`src/rtl/car_controller.sv`:
```
// car_controller
//   Moore FSM steering a car across lanes 0..POS_MAX. A held direction
//   button steps the car once every STEP_CYCLES cycles, with the first
//   step taken at the end of the first cycle in LEFT/RIGHT. Each
//   collision costs one life. While lives remain, the car shows a
//   collision, then blanks for RESPAWN_CYCLES cycles, then respawns at
//   POS_INIT. When the last life is lost, the block sits in GAME_OVER
//   until reset.
//
// Ports
//   clk          rising-edge clock
//   rst_n        synchronous active-low reset
//   btnL, btnR   steer left (decrement) / right (increment)
//   collision    collision level from the track logic
//   car_move     00 idle/respawn, 01 left, 10 right, 11 collide/game over
//   car_pos      current lane position
//   lives_left   remaining lives
//   game_over    high in GAME_OVER
//   o_dbg_state  current FSM state encoding (debug)
module car_controller #(
    parameter int POS_W          = 4,
    parameter int POS_MAX        = 11,
    parameter int POS_INIT       = 5,
    parameter int STEP_CYCLES    = 4,
    parameter int RESPAWN_CYCLES = 8,
    parameter int LIVES          = 3
) (
    input  logic             clk,
    input  logic             rst_n,
    input  logic             btnL,
    input  logic             btnR,
    input  logic             collision,
    output logic [1:0]       car_move,
    output logic [POS_W-1:0] car_pos,
    output logic [1:0]       lives_left,
    output logic             game_over,
    output logic [2:0]       o_dbg_state
);

    localparam int STEP_W = (STEP_CYCLES > 1) ? $clog2(STEP_CYCLES) : 1;
    localparam int RESP_W = (RESPAWN_CYCLES > 1) ? $clog2(RESPAWN_CYCLES) : 1;

    typedef enum logic [2:0] {
        S_START     = 3'd0,
        S_IDLE      = 3'd1,
        S_LEFT      = 3'd2,
        S_RIGHT     = 3'd3,
        S_COLLIDE   = 3'd4,
        S_RESPAWN   = 3'd5,
        S_GAME_OVER = 3'd6
    } state_t;

    state_t             r_state;
    logic [POS_W-1:0]   r_pos;
    logic [1:0]         r_lives;
    logic [STEP_W-1:0]  r_step;
    logic [RESP_W-1:0]  r_resp;

    state_t             w_state_nx;
    logic [POS_W-1:0]   w_pos_nx;
    logic [1:0]         w_lives_nx;
    logic [STEP_W-1:0]  w_step_nx;
    logic [RESP_W-1:0]  w_resp_nx;

    always_ff @(posedge clk) begin
        if (!rst_n) begin
            r_state <= S_START;
            r_pos   <= POS_W'(POS_INIT);
            r_lives <= 2'(LIVES);
            r_step  <= '0;
            r_resp  <= '0;
        end else begin
            r_state <= w_state_nx;
            r_pos   <= w_pos_nx;
            r_lives <= w_lives_nx;
            r_step  <= w_step_nx;
            r_resp  <= w_resp_nx;
        end
    end

    always_comb begin
        w_state_nx = r_state;
        w_pos_nx   = r_pos;
        w_lives_nx = r_lives;
        w_step_nx  = '0;
        w_resp_nx  = '0;
        case (r_state)
            S_START: w_state_nx = S_IDLE;

            S_IDLE, S_LEFT, S_RIGHT: begin
                if (collision) begin
                    // Collision wins over steering: no position step on this edge.
                    w_lives_nx = (r_lives != 2'd0) ? r_lives - 2'd1 : 2'd0;
                    w_state_nx = (r_lives > 2'd1) ? S_COLLIDE : S_GAME_OVER;
                end else begin
                    // A step is taken whenever the step counter is at zero,
                    // even on the cycle the button is released.
                    if (r_state == S_LEFT && r_step == '0 && r_pos != '0)
                        w_pos_nx = r_pos - POS_W'(1);
                    if (r_state == S_RIGHT && r_step == '0 && r_pos != POS_W'(POS_MAX))
                        w_pos_nx = r_pos + POS_W'(1);

                    if (btnL && !btnR)
                        w_state_nx = S_LEFT;
                    else if (btnR && !btnL)
                        w_state_nx = S_RIGHT;
                    else
                        w_state_nx = S_IDLE;

                    // Counter only runs while staying in the same direction;
                    // entering or switching direction restarts it at zero.
                    if (w_state_nx == r_state && r_state != S_IDLE)
                        w_step_nx = (r_step == STEP_W'(STEP_CYCLES - 1)) ? '0 : r_step + STEP_W'(1);
                end
            end

            S_COLLIDE: begin
                if (!collision)
                    w_state_nx = S_RESPAWN;
            end

            S_RESPAWN: begin
                if (r_resp == RESP_W'(RESPAWN_CYCLES - 1)) begin
                    w_state_nx = S_START;
                    w_pos_nx   = POS_W'(POS_INIT);
                end else begin
                    w_resp_nx = r_resp + RESP_W'(1);
                end
            end

            S_GAME_OVER: w_state_nx = S_GAME_OVER;

            default: w_state_nx = S_START;
        endcase
    end

    always_comb begin
        car_move = 2'b00;
        case (r_state)
            S_LEFT:                 car_move = 2'b01;
            S_RIGHT:                car_move = 2'b10;
            S_COLLIDE, S_GAME_OVER: car_move = 2'b11;
            default:                car_move = 2'b00;
        endcase
    end

    assign game_over   = (r_state == S_GAME_OVER);
    assign car_pos     = r_pos;
    assign lives_left  = r_lives;
    assign o_dbg_state = r_state;

endmodule

```
`config.mk`:
```
export PLATFORM = sky130hd
export DESIGN_NAME = car_controller
export DESIGN_NICKNAME = d
export VERILOG_FILES = /design/src/rtl/car_controller.sv
export SDC_FILE = /design/constraint.sdc
export NUM_CORES = 1
export LEC_CHECK = 0
export BUFFER_PORTS_ARGS = -buffer_cell sky130_fd_sc_hd__buf_4
export CORE_UTILIZATION = 55
export CTS_BUF_LIST = sky130_fd_sc_hd__clkbuf_8
export DETAILED_ROUTE_END_ITERATION = 12
export GPL_TIMING_DRIVEN = 0
export PLACE_DENSITY_LB_ADDON = 0.15
export SYNTH_ARGS = -nofsm -noshare
export SYNTH_HDL_FRONTEND = slang
export SYNTH_SLANG_ARGS = --single-unit
```
`constraint.sdc`:
```
create_clock -name clk -period 2.7 [get_ports clk]
set_input_delay 0.27 -clock clk [delete_from_list [all_inputs] [get_ports clk]]
set_output_delay 0.27 -clock clk [all_outputs]
set_load 0.1 [all_outputs]
```
==> impl_metrics.py <==
metrics = {
    "timing": {
        "setup_viol_count_final": 0,
        "worstMarginPinSlew_ps": 425.9,
        "finalHoldViolations": 0,
        "holdWs_ps": 370.0,
        "min_period_over_period_pct": 93.18,
        "drv_slew": 0,
        "max_freq_mhz": 397.5,
        "relSlewSlack_pct": 71.61,
        "min_period_ps": 2516,
        "tns_ps": 0,
        "fin_worst_skew_ps": 1.712,
        "rsz0062_at_grt": "no",
    },
    "floorplan": {
        "die_h_um": 41.16,
        "ios": 17,
        "rows": 13,
        "start_util_pct": 61.72,
        "coreArea_sq_um": 1366,
        "dieArea_sq_um": 1694,
        "chipWidth_um": 41.16,
    },
    "critical_path": {
        "critPathMaxFanout": 10,
        "start_kind": "flip-flop",
        "cp.arrival_ps": 2660,
        "end_kind": "flip-flop",
        "critical_path_required_ps": 2840,
        "path_class": "reg -> reg",
    },
    "clocking": {
        "cts_root_buffer": "clkbuf_8",
        "clkTransAtPathRegs_ps": 60,
        "cts_made_buffers": 3,
        "holdBufCountCts": 0,
        "tritoncts": "done",
        "clockBufferDepth": 2,
        "post_cts_buffers": 0,
        "htree_num_levels": 1,
        "cts.sinks": 14,
        "clkLatencyLatePin_ps": 250,
    },
    "placed_design": {
        "port_buffers": 16,
        "dp.cells": 129,
        "dp_hpwl_mm": 1.228,
        "place.gp.congestion": 0.7519,
    },
    "global_route": {
        "grt_pass1_vias": 610,
        "grt_pass1_wl_mm": 2.566,
        "antenna_found_initial": 0,
        "grt_max_degree": 11,
        "grt.total_usage_pct": 23.74,
        "grt_overflow_total": 0,
    },
    "drt": {
        "via_per_inst": 5.564,
        "ant_nets": 0,
        "dr.pass1.iters": 4,
        "routed_wl_mm": 1.704,
        "wire_per_inst_um": 12.81,
        "drtIter0Drc": 22,
        "vias": 740,
        "drc": 0,
    },
    "synth": {
        "synth_cell_types": 38,
        "synth.avg_cell_area_sq_um": 8.605,
        "netlist_area_sq_um": 843.3,
        "syn-num-nets": 111,
        "ys_seq_area_share_pct": 33.23,
        "ys.warnings.count": 0,
        "postSynthCellCount": 98,
        "ys_seq_elements": 14,
    },
    "finish": {
        "stdcell_count": 133,
        "post-route-util_pct": 76.74,
        "layout_commonest_cell": "buf_4",
        "diodes": 0,
        "area_growth_pct": 24.33,
        "nets": 132,
        "final_cell_mix": "buf_4, dfxtp_1, inv_1, a21oi_1, ha_1",
        "nFillCells": 95,
        "layout-drive-gt1-share_pct": 30.51,
        "seq_area_sq_um": 284.0,
        "multi_input_area_sq_um": 526.8,
    },
    "status": {
        "status": "finished, final reports clean",
    },
    "pwr": {
        "p_leak_nw": 0.4901,
        "irDropWorstVdd_mv": 0.5312,
        "powerDensity_nw_per_um2": 713.8,
    },
    "job": {
        "cap_violations": 0,
    },
    "min_path": {
        "hold_path.class": "in -> reg",
    },
}
critical path: stages, from the launching register on:
cell and delay [ps]:
dfxtp_2 340, buf_2 200, nor2b_2 230, nand2_1 120, or2_2 340, ha_1 290, a21o_2 220, a21oi_1 180
xnor2_1 180, nand4_1 110, and4bb_1 200
registers in the layout, summed over array words and instances (netlist names):
name	count
r_step	2
lives_left	2
r_resp	3
o_dbg_state	3
car_pos	4
cell families after synthesis:
family	after synthesis	share of synthesized area [%]
flops	14	33.23
buf+inv	11	5.194
simple gates	37	25.52
compound gates	23	17.80
mux	2	2.374
fa+ha+maj	8	12.76
xor+xnor	3	3.116
power breakdown:
| part | total (mW) | internal (mW) | switching (mW) |
|---|---|---|---|
| registers | 0.236 | 0.221 | 0.0149 |
| logic | 0.303 | 0.0823 | 0.220 |
| clock network | 0.210 | 0.129 | 0.0803 |
| total | 0.748 | 0.433 | 0.315 |
metrics by stage:
stage / setup slack, ps / area, sq um / total power [mW]
final: 184.2 / 1049 / 0.7484
after global routing: 37.28 / 1049 / 0.7763
after CTS: 127.5 / 1046 / 0.7490
after detailed placement: 196.0 / 991.0 / 0.5392
after global placement: 205.1 / 991.0 / 0.5364
after floorplan: -71.35 / 852.1 / 0.4836
area by class of cell:
| cell class | count | area share, % |
|---|---|---|
| tap | 15 | 1.790 |
| multi-input combinational | 73 | 50.24 |
| timing repair buffer | 16 | 11.46 |
| inverter | 7 | 2.506 |
| clock buffer | 4 | 5.251 |
| buffer | 4 | 1.671 |
| sequential | 14 | 27.09 |
path summary, 6_finish.rpt:
| kind | start | end | slack [ps] | cells past startpoint |
|---|---|---|---|---|
| worst max-delay path | o_dbg_state[1] | car_pos[3] | 180 | 10 |
| worst max register to register | o_dbg_state[1] | car_pos[3] | 180 | 10 |
| worst min register to register | r_resp[0] | r_resp[0] | 420 | 1 |
| worst min-delay path | collision | r_step[1] | 370 | 4 |
routing by layer:
metal	share of wire [%]	vias to the layer above	GRT usage, %
met5	0	-	0
met4	1.1	0	12.10
met3	2.3	4	4.891
met2	44	11	35.16
met1	52	345	32.13
li1	-	380	-
synth_stat cells:
cell,count,area [sq um]
clkbuf_1,2,7.510
and3b_1,1,8.760
o211ai_1,1,7.510
o21bai_1,1,7.510
a21oi_1,7,35.03
nor4b_1,1,8.760
and3_2,1,7.510
a221oi_1,1,8.760
ha_1,7,87.58
or4_4,1,11.26
nand2b_1,1,6.260
or2_2,2,12.51
a21o_1,1,7.510
dfxtp_1,14,280.3
a21o_2,1,8.760
nor2_2,1,6.260
nor2_1,7,26.28
and4bb_1,1,12.51
nor3_1,1,5.000
buf_2,2,10.01
a21oi_2,1,8.760
nor2b_1,4,25.02
nor3b_1,2,15.01
inv_1,7,26.28
o21a_1,2,15.01
nand3_1,2,10.01
fa_1,1,20.02
xor2_1,2,17.52
a22oi_2,1,12.51
and3_1,1,6.260
o21ai_1,3,15.01
nand2_1,6,22.52
mux2i_1,2,20.02
o21ai_0,3,15.01
and2_1,3,18.77
nand4_1,2,12.51
xnor2_1,1,8.760
o221ai_1,1,8.760
timing repair:
action | CTS | global route
resized for setup | 0 | 1
hold endpoints to repair | 0 | 0
setup endpoints to repair | 0 | 1
No activity file was read; power rests on OpenSTA's default activity.
